==> src/rtl/inst_axi_bridge_pkg.sv <==
// -----------------------------------------------------------------------------
// inst_axi_bridge_pkg
//   Shared definitions for the instruction-side SRAM-to-AXI3 read bridge:
//   bridge FSM state encodings, fixed AXI burst/response codes, and a small
//   helper that classifies an R-channel response as an error.
//   Optional feature macro used by the bridge: INST_BRIDGE_ERR_EN.
// -----------------------------------------------------------------------------
package inst_axi_bridge_pkg;

    typedef enum logic [1:0] {
        BR_IDLE = 2'd0,
        BR_AR   = 2'd1,
        BR_R    = 2'd2,
        BR_RESP = 2'd3
    } br_state_t;

    localparam logic [1:0] AXI_BURST_INCR = 2'b01;
    localparam logic [1:0] AXI_RESP_OKAY  = 2'b00;

    // SLVERR (2'b10) and DECERR (2'b11) both carry bit 1; OKAY/EXOKAY do not.
    function automatic logic resp_is_err(input logic [1:0] resp);
        return resp[1];
    endfunction

endpackage

==> src/rtl/inst_axi_bridge_kseg_map.sv <==
// -----------------------------------------------------------------------------
// inst_axi_bridge_kseg_map
//   Pure combinational virtual-to-physical address map. Addresses in the
//   kseg0/kseg1 windows (top two bits 2'b10) have their top three bits
//   cleared; every other address passes through unchanged.
//   Shared with the data-side bridge.
// Ports:
//   i_vaddr  in   ADDR_W  virtual address
//   o_paddr  out  ADDR_W  physical address
// -----------------------------------------------------------------------------
module inst_axi_bridge_kseg_map #(
    parameter int ADDR_W = 32
) (
    input  logic [ADDR_W-1:0] i_vaddr,
    output logic [ADDR_W-1:0] o_paddr
);

    always_comb begin
        o_paddr = i_vaddr;
        if (i_vaddr[ADDR_W-1 -: 2] == 2'b10) begin
            o_paddr = {3'b000, i_vaddr[ADDR_W-4:0]};
        end
    end

endmodule

==> src/rtl/inst_axi_bridge.sv <==
// -----------------------------------------------------------------------------
// inst_axi_bridge
//   Instruction-fetch SRAM-like slave to AXI3 single-beat read master.
//   Accepts one fetch at a time from the IF stage, translates the address
//   through kseg_map, issues one AR, waits for the matching R beat and
//   returns the word with a one-cycle data_ok pulse. Read-only.
//   Sequence per fetch: IDLE (addr_ok) -> AR -> R -> RESP (data_ok) -> IDLE.
//
// Configuration:
//   INST_BRIDGE_ERR_EN  when defined, adds output inst_sram_err, raised with
//                       data_ok if the captured rresp was SLVERR/DECERR; the
//                       returned word is then forced to 32'h0 (a nop).
//
// Ports:
//   clk, reset                    clock, synchronous active-high reset
//   inst_sram_en/addr/size        fetch request from IF
//   inst_sram_wr/wen/wdata        unused (write path does not exist here)
//   inst_sram_addr_ok             request accepted this cycle
//   inst_sram_data_ok             one-cycle pulse, inst_sram_rdata valid
//   inst_sram_rdata               fetched word, held until next data_ok
//   inst_sram_err                 (INST_BRIDGE_ERR_EN only) bus error
//   ar*                           AXI3 read address channel (master)
//   rid/rdata/rresp/rlast/rvalid  AXI3 read data channel (inputs)
//   rready                        AXI3 read data ready
// -----------------------------------------------------------------------------
module inst_axi_bridge
    import inst_axi_bridge_pkg::*;
#(
    parameter logic [3:0] AXI_ID = 4'd0,
    parameter int         ADDR_W = 32
) (
    input  logic              clk,
    input  logic              reset,

    input  logic              inst_sram_en,
    input  logic              inst_sram_wr,
    input  logic [1:0]        inst_sram_size,
    input  logic [3:0]        inst_sram_wen,
    input  logic [ADDR_W-1:0] inst_sram_addr,
    input  logic [31:0]       inst_sram_wdata,
    output logic              inst_sram_addr_ok,
    output logic              inst_sram_data_ok,
    output logic [31:0]       inst_sram_rdata,
`ifdef INST_BRIDGE_ERR_EN
    output logic              inst_sram_err,
`endif

    output logic [3:0]        arid,
    output logic [ADDR_W-1:0] araddr,
    output logic [3:0]        arlen,
    output logic [2:0]        arsize,
    output logic [1:0]        arburst,
    output logic [1:0]        arlock,
    output logic [3:0]        arcache,
    output logic [2:0]        arprot,
    output logic              arvalid,
    input  logic              arready,

    input  logic [3:0]        rid,
    input  logic [31:0]       rdata,
    input  logic [1:0]        rresp,
    input  logic              rlast,
    input  logic              rvalid,
    output logic              rready
);

    br_state_t         r_state;
    br_state_t         w_state_next;

    logic [ADDR_W-1:0] r_araddr;
    logic [1:0]        r_size;
    logic [31:0]       r_rdata;

    logic [ADDR_W-1:0] w_paddr;
    logic              w_addr_ok;
    logic              w_arvalid;
    logic              w_rready;
    logic              w_data_ok;
    logic              w_beat_ours;
    logic              w_capture;
    logic [31:0]       w_capture_data;

    // Write-side inputs exist only for interface compatibility with IF.
`ifdef INST_BRIDGE_ERR_EN
    logic              r_err;
    logic              w_unused;
    assign w_unused = ^{inst_sram_wr, inst_sram_wen, inst_sram_wdata};
`else
    logic              w_unused;
    assign w_unused = ^{inst_sram_wr, inst_sram_wen, inst_sram_wdata, rresp};
`endif

    inst_axi_bridge_kseg_map #(
        .ADDR_W (ADDR_W)
    ) u_kseg_map (
        .i_vaddr (inst_sram_addr),
        .o_paddr (w_paddr)
    );

    // Single-beat read: only the last beat carrying our id completes the
    // transaction; foreign-id beats are drained (rready stays high) and dropped.
    assign w_beat_ours = rvalid && (rid == AXI_ID) && rlast;
    assign w_capture   = w_rready && w_beat_ours;

`ifdef INST_BRIDGE_ERR_EN
    assign w_capture_data = resp_is_err(rresp) ? 32'h0 : rdata;
`else
    assign w_capture_data = rdata;
`endif

    // Next-state and handshake outputs. addr_ok is combinational from en so
    // IF sees acceptance in the same cycle it raises the request.
    always_comb begin
        w_state_next = r_state;
        w_addr_ok    = 1'b0;
        w_arvalid    = 1'b0;
        w_rready     = 1'b0;
        w_data_ok    = 1'b0;
        case (r_state)
            BR_IDLE: begin
                w_addr_ok = inst_sram_en;
                if (inst_sram_en) begin
                    w_state_next = BR_AR;
                end
            end
            BR_AR: begin
                // Once raised, arvalid is held until the handshake even if
                // IF withdraws the request.
                w_arvalid = 1'b1;
                if (arready) begin
                    w_state_next = BR_R;
                end
            end
            BR_R: begin
                w_rready = 1'b1;
                if (w_beat_ours) begin
                    w_state_next = BR_RESP;
                end
            end
            BR_RESP: begin
                w_data_ok    = 1'b1;
                w_state_next = BR_IDLE;
            end
            default: begin
                w_state_next = BR_IDLE;
            end
        endcase
    end

    always_ff @(posedge clk) begin
        if (reset) begin
            r_state  <= BR_IDLE;
            r_araddr <= '0;
            r_size   <= 2'b00;
            r_rdata  <= 32'h0;
`ifdef INST_BRIDGE_ERR_EN
            r_err    <= 1'b0;
`endif
        end else begin
            r_state <= w_state_next;
            // Address and size frozen at acceptance keep AR stable while
            // arready is low, independent of what IF drives afterwards.
            if (w_addr_ok) begin
                r_araddr <= w_paddr;
                r_size   <= inst_sram_size;
            end
            // rdata only moves on capture; IF reads it after data_ok.
            if (w_capture) begin
                r_rdata <= w_capture_data;
`ifdef INST_BRIDGE_ERR_EN
                r_err   <= resp_is_err(rresp);
`endif
            end
        end
    end

    assign inst_sram_addr_ok = w_addr_ok;
    assign inst_sram_data_ok = w_data_ok;
    assign inst_sram_rdata   = r_rdata;
`ifdef INST_BRIDGE_ERR_EN
    assign inst_sram_err     = w_data_ok && r_err;
`endif

    assign arid    = AXI_ID;
    assign araddr  = r_araddr;
    assign arlen   = 4'd0;
    assign arsize  = {1'b0, r_size};
    assign arburst = AXI_BURST_INCR;
    assign arlock  = 2'b00;
    assign arcache = 4'b0000;
    assign arprot  = 3'b000;
    assign arvalid = w_arvalid;
    assign rready  = w_rready;

endmodule

==> config.mk <==
export PLATFORM = sky130hd
export DESIGN_NAME = inst_axi_bridge
export DESIGN_NICKNAME = d
export VERILOG_FILES = /design/src/rtl/inst_axi_bridge_pkg.sv /design/src/rtl/inst_axi_bridge_kseg_map.sv /design/src/rtl/inst_axi_bridge.sv
export SDC_FILE = /design/constraint.sdc
export NUM_CORES = 1
export LEC_CHECK = 0
export BUFFER_PORTS_ARGS = -buffer_cell sky130_fd_sc_hd__clkbuf_2
export CAP_MARGIN = 20
export CORE_ASPECT_RATIO = 0.5
export CORE_UTILIZATION = 44
export CTS_BUF_LIST = sky130_fd_sc_hd__clkbuf_2
export DETAILED_ROUTE_END_ITERATION = 7
export GPL_ROUTABILITY_DRIVEN = 0
export PLACE_DENSITY = 0.85
export SETUP_SLACK_MARGIN = 0.02
export SLEW_MARGIN = 20
export SYNTH_ARGS = -nofsm -noshare
export SYNTH_HDL_FRONTEND = slang
export SYNTH_SLANG_ARGS = --single-unit
export TNS_END_PERCENT = 20
==> constraint.sdc <==
create_clock -name clk -period 4.7 [get_ports clk]
set_input_delay 0.94 -clock clk [delete_from_list [all_inputs] [get_ports clk]]
set_output_delay 0.94 -clock clk [all_outputs]
set_load 0.01 [all_outputs]
==> results of run 1 <==
metrics by stage:
stage	util (%)	area, sq um
final	60.9	3470
after CTS	60.8	3470
after detailed placement	59.2	3380
after global placement	59.2	3380
after global routing	60.9	3470
after floorplan	-	2780
per-layer routing:
layer | GRT usage (%) | vias up | wire (um)
met5 | 0 | - | 0
met2 | 38.4 | 116 | 3360
met1 | 21.9 | 1229 | 2700
met3 | 7.76 | 11 | 446
met4 | 8.27 | 0 | 99
li1 | - | 1364 | -
registers in the layout, indices dropped and copies added (netlist names):
register and flops:
araddr 32, inst_sram_rdata 32, r_state 2, r_size 2
power by group through the flow:
stage          registers [mW]  logic (mW)  clock network, mW
6_report                0.661       0.367              0.306
3_5_place_dp            0.674       0.371                  0
2_1_floorplan           0.694       0.225                  0
4_1_cts                 0.662       0.370              0.319
3_3_place_gp            0.671       0.363                  0
5_1_grt                 0.669       0.409              0.348
layout make-up:
class / instances / area share [%]
multi-input combinational: 238 / 33.4
clock inverter: 4 / 1.23
sequential: 68 / 39.2
inverter: 3 / 0.324
tap: 73 / 2.63
clock buffer: 10 / 1.44
timing repair buffer: 149 / 21.8
worst min path at each step:
stage	start	to	slack, ps	depth (start not counted)
5_1_grt	araddr[18]$_SDFFE_PP0P_	araddr[18]$_SDFFE_PP0P_	480	2
6_report	araddr[13]$_SDFFE_PP0P_	araddr[13]$_SDFFE_PP0P_	460	2
3_5_place_dp	araddr[25]$_SDFFE_PP0P_	araddr[25]$_SDFFE_PP0P_	450	2
4_1_cts	araddr[25]$_SDFFE_PP0P_	araddr[25]$_SDFFE_PP0P_	470	2
2_1_floorplan	araddr[29]$_SDFFE_PP0P_	araddr[29]$_SDFFE_PP0P_	480	2
3_3_place_gp	araddr[3]$_SDFFE_PP0P_	araddr[3]$_SDFFE_PP0P_	440	2
cell usage after synthesis, drive strengths merged:
master,number
mux2i,1
conb,2
o21ai,32
dfxtp,68
a211oi,1
nor4,2
and3,1
nand3,35
a2111o,1
clkinv,1
nor2b,2
buf,22
nand2,67
nand2b,3
a21oi,66
or4,1
clkbuf,25
a21boi,1
ha,5
inv,2
logic make-up (layout without fill, tap and decap cells):
family	count (synthesis)	in the layout	synth area share, %
compound gates	101	101	19.1
fa+ha+maj	5	5	2.31
buf+inv	50	166	9.70
flops	68	68	50.3
mux	1	1	0.370
other cells	2	20	0.277
simple gates	111	111	18.0
critical path: cells and delay by family, from the launching register on:
| kind | cells | cell delay, ps |
|---|---|---|
| simple gates | 1 | 60 |
| flops | 1 | 400 |
| buf+inv | 4 | 720 |
| fa+ha+maj | 1 | 220 |
==> metrics.cfg, run 1 <==
[critical_path]
r2r_cells = 5
cp-start-kind = flop
crit_path_end = inst_sram_addr_ok
rr_endpoint = inst_sram_rdata[30]$_SDFFE_PP0P_
cp-startpoint = r_state[0]$_SDFFE_PP0P_
endpoint_kind = output port
crit_arrival_ps = 1890
path_class = reg -> out
reg2reg_slack_ps = 2510
crit_required_ps = 3760
slowest_delay_ps = 400
critPathSlowestCell = dfxtp_1
crit_chain = inv_1, ha_1, nand2_1, buf_4, clkinv_1, clkbuf_2
cp_max_fo = 35
rr_startpoint = r_state[0]$_SDFFE_PP0P_

[timing]
finalHoldViolations = 0
grt_setup_unrepaired = false
relSlewSlack_pct = 30.4
min_period_ps = 2830
slew_violations = 0
worst_hold_slack_ps = 464
worst_pin_slew_ps = 1040
finalClockSkew_ps = 20.1
timing.final.ws_setup_ps = 1870
fin_setup_tns_ps = 0
max_freq_ghz = 0.353
setup_viol_count_final = 0
final.period_utilization_pct = 60.2

[clock_network]
cts_root_buffer = clkbuf_2
cts_sinks = 68
holdBufCountCts = 0
cts.repair.resized = 0
clk_latency_ps = 500
htreeDepth = 3
post_cts_buffers = 0
cts_tree = yes
cts-buffers-inserted = 9
clk_pin_slew_ps = 160
clock_path_buffers = 2

[pwr]
vdd_ir_drop_max_v = 0.000383
combPwrFrac_pct = 27.5
p_seq_share_pct = 49.6
power.share.clock_pct = 22.9
p_leak_nw = 1.60
p_int_mw = 0.885
p_per_area_nw_per_um2 = 384
netSwitchingFraction_pct = 33.6
finalPower_mw = 1.33
p_sw_mw = 0.448

[grt]
grt_pass1_vias = 2396
grt.total_usage_pct = 20.8
overflow = 0
grt_pass1_wl_um = 10400
grt_max_degree = 36
antenna_found_initial = 0

[synthesis]
synth_top_area_share_pct = 50.3
ys_warn_count = 0
synthCells = 338
syn_area_per_cell_sq_um = 8.01
synth-seq-area-share_pct = 50.3
syn_area_sq_um = 2710
synth.distinct_cells = 21
synth_area_leader_cell = dfxtp_1
synth_seq_cells = 68
synth.area.top_cells = dfxtp_1 50%, a21oi_1 12%, nand2_1 9.3%, nand3_1 6.5%, o21ai_0 5.9%

[routing]
dr.pass1.iters = 4
ant_nets = 0
wl_per_cell_um = 12.1
drc_errors = 0
vias_per_cell = 4.99
drt-initial-drc-count = 161
vias = 2720
finalWirelength_um = 6620

[final_layout]
layout-drive-gt1-share_pct = 34.7
multi_input_area_sq_um = 1160
layout_common_cells = 155 x clkbuf_2, 68 x dfxtp_1, 67 x nand2_1
area_delta_synth_final_pct = 28.2
seq_area_sq_um = 1360
diodes = 0
fill_cells = 522
layout_commonest_cell = clkbuf_2
nets = 589
fin_cells = 545

[floorplan]
io_pins = 205
coreArea_sq_um = 5710
rows = 19
chipHeight_um = 57.5
die_w_um = 113
dieArea_sq_um = 6490
start_util_pct = 47.5

[place]
dp.cells = 531
hpwl_um = 4410
io_buffers = 145
place_ws_ps = 2050

[outcome]
outcome = complete, no violations

[flow_run]
maxCapViolCount = 0

[min_path]
holdCritPathClass = reg -> reg

No activity file was read; power rests on OpenSTA's default activity.
==> run 2, diff against run 1 <==
- CORE_UTILIZATION: 44 -> 41
- PLACE_DENSITY: 0.85 -> 0.8
- clock period: 4.7 -> 2.8 ns (I/O delays scaled with it)
==> metrics.cfg, run 2 (synthesis gave the netlist of run 1 again) <==
[clock_network]
clock_path_buffers = 2  ; unchanged
clk_latency_ps = 470  ; was 500 ps
cts-buffers-inserted = 9  ; unchanged
cts_sinks = 68  ; unchanged
htreeDepth = 3  ; unchanged
cts_root_buffer = clkbuf_2  ; unchanged
cts.repair.resized = 0  ; unchanged
clk_pin_slew_ps = 170  ; was 160 ps
post_cts_buffers = 0  ; unchanged
holdBufCountCts = 0  ; unchanged
cts_tree = yes  ; unchanged

[timing]
fin_setup_tns_ps = 0  ; unchanged
worst_pin_slew_ps = 634  ; was 1040 ps
min_period_ps = 2060
final.period_utilization_pct = 73.5
grt_setup_unrepaired = false  ; unchanged
max_freq_ghz = 0.486
finalHoldViolations = 0  ; unchanged
setup_viol_count_final = 0  ; unchanged
finalClockSkew_ps = 17.8  ; was 20.1 ps
relSlewSlack_pct = 57.7  ; was 30.4%
slew_violations = 0  ; unchanged

[pwr]
netSwitchingFraction_pct = 34.7  ; was 33.6%
power.share.clock_pct = 19.6  ; was 22.9%
p_seq_share_pct = 51.4  ; was 49.6%
vdd_ir_drop_max_v = 0.000307  ; was 0.000383 V
p_int_mw = 1.41  ; was 0.885 mW
p_leak_nw = 1.62  ; was 1.60 nW
p_sw_mw = 0.749  ; was 0.448 mW
combPwrFrac_pct = 29.0  ; was 27.5%
p_per_area_nw_per_um2 = 616  ; was 384 nW/um^2

[floorplan]
dieArea_sq_um = 6960  ; was 6490 sq um
die_w_um = 117  ; was 113 um
chipHeight_um = 59.5  ; was 57.5 um
start_util_pct = 43.5  ; was 47.5%
io_pins = 205  ; unchanged
rows = 20  ; was 19
coreArea_sq_um = 6230  ; was 5710 sq um

[routing]
drc_errors = 0  ; unchanged
ant_nets = 0  ; unchanged
vias_per_cell = 4.78  ; was 4.99
finalWirelength_um = 6700  ; was 6620 um
drt-initial-drc-count = 174  ; was 161
vias = 2703  ; was 2720
dr.pass1.iters = 4  ; unchanged
wl_per_cell_um = 11.9  ; was 12.1 um

[grt]
grt_pass1_vias = 2411  ; was 2396
grt.total_usage_pct = 20.1  ; was 20.8%
grt_pass1_wl_um = 10700  ; was 10400 um
overflow = 0  ; unchanged
grt_max_degree = 35  ; was 36
antenna_found_initial = 0  ; unchanged

[critical_path]
crit_required_ps = 2240  ; was 3760 ps
cp-start-kind = flop  ; unchanged
rr_endpoint = inst_sram_rdata[26]$_SDFFE_PP0P_  ; was inst_sram_rdata[30]$_SDFFE_PP0P_
cp_max_fo = 4  ; was 35
endpoint_kind = output port  ; unchanged
rr_startpoint = r_state[0]$_SDFFE_PP0P_  ; unchanged
path_class = reg -> out  ; unchanged
reg2reg_slack_ps = 870  ; was 2510 ps
crit_arrival_ps = 1500  ; was 1890 ps
r2r_cells = 6  ; was 5

[min_path]
holdCritPathClass = in -> reg  ; was reg -> reg
whs_path_depth = 3  ; was 2
holdPathEnd = araddr[0]$_SDFFE_PP0P_  ; was araddr[13]$_SDFFE_PP0P_
hp-start = inst_sram_addr[0]  ; was araddr[13]$_SDFFE_PP0P_

[final_layout]
area_delta_synth_final_pct = 29.2  ; was 28.2%
stdcell_area_sq_um = 3500  ; was 3470 sq um
layout_commonest_cell = clkbuf_2  ; unchanged
fill_cells = 632  ; was 522
layout-drive-gt1-share_pct = 35.2  ; was 34.7%
diodes = 0  ; unchanged
nets = 593  ; was 589
layout_common_cells = 156 x clkbuf_2, 68 x dfxtp_1, 67 x nand2_1  ; was 155 x clkbuf_2, 68 x dfxtp_1, 67 x nand2_1

[outcome]
outcome = complete, no violations  ; unchanged

[place]
hpwl_um = 4700  ; was 4410 um
place_area_sq_um = 3430  ; was 3380 sq um
io_buffers = 145  ; unchanged

[flow_run]
maxCapViolCount = 0  ; unchanged

run 2: power by group through the flow:
stage / Combinational [mW] / Sequential [mW] / Clock [mW]
after floorplan: 0.377 / 1.16 / 0
after global placement: 0.618 / 1.13 / 0
after detailed placement: 0.632 / 1.13 / 0
after CTS: 0.633 / 1.11 / 0.445
after global routing: 0.712 / 1.12 / 0.492
final: 0.625 / 1.11 / 0.422
run 2: stage by stage:
stage	utilization [%]	std cells	power, mW	hold WS, ps	setup slack (ps)
floorplan	-	356	1.54	476	958
global placement	55.0	550	1.75	440	626
detailed placement	55.0	550	1.76	446	573
CTS	56.2	565	2.19	217	659
global route	56.2	565	2.33	181	514
finish	56.2	565	2.16	283	741
run 2: worst max-delay path, stage by stage (launching register included):
cell and delay (ps):
dfxtp_1 430, inv_1 100, ha_1 190, nand2_1 100
clkinv_1 80, clkbuf_2 140
run 2: area by class of cell:
class,count,area [sq um],share of cell area (%)
clock buffer,11,55.1,1.57
tap,88,110,3.15
multi-input combinational,238,1160,33.1
sequential,68,1360,38.9
inverter,3,11.3,0.322
timing repair buffer,153,786,22.5
clock inverter,4,17.5,0.501
run 2: how the worst max path moves through the flow:
| stage | startpoint | endpoint | cells past startpoint |
|---|---|---|---|
| floorplan | rid[1] | r_state[0]$_SDFFE_PP0P_ | 3 |
| global placement | rid[1] | r_state[0]$_SDFFE_PP0P_ | 4 |
| detailed placement | rid[1] | r_state[0]$_SDFFE_PP0P_ | 4 |
| CTS | r_state[1]$_SDFFE_PP0P_ | inst_sram_addr_ok | 5 |
| global route | r_state[0]$_SDFFE_PP0P_ | inst_sram_addr_ok | 5 |
| finish | r_state[1]$_SDFFE_PP0P_ | inst_sram_addr_ok | 5 |
run 2: routing by layer:
metal | share of wire (%) | routed length [um] | GRT usage (%) | up-vias
met4 | 1.0 | 68 | 6.51 | 0
met2 | 51 | 3400 | 37.9 | 91
met3 | 6.0 | 400 | 8.18 | 9
li1 | - | - | - | 1373
met5 | 0 | 0 | 0 | -
met1 | 42 | 2830 | 20.8 | 1230
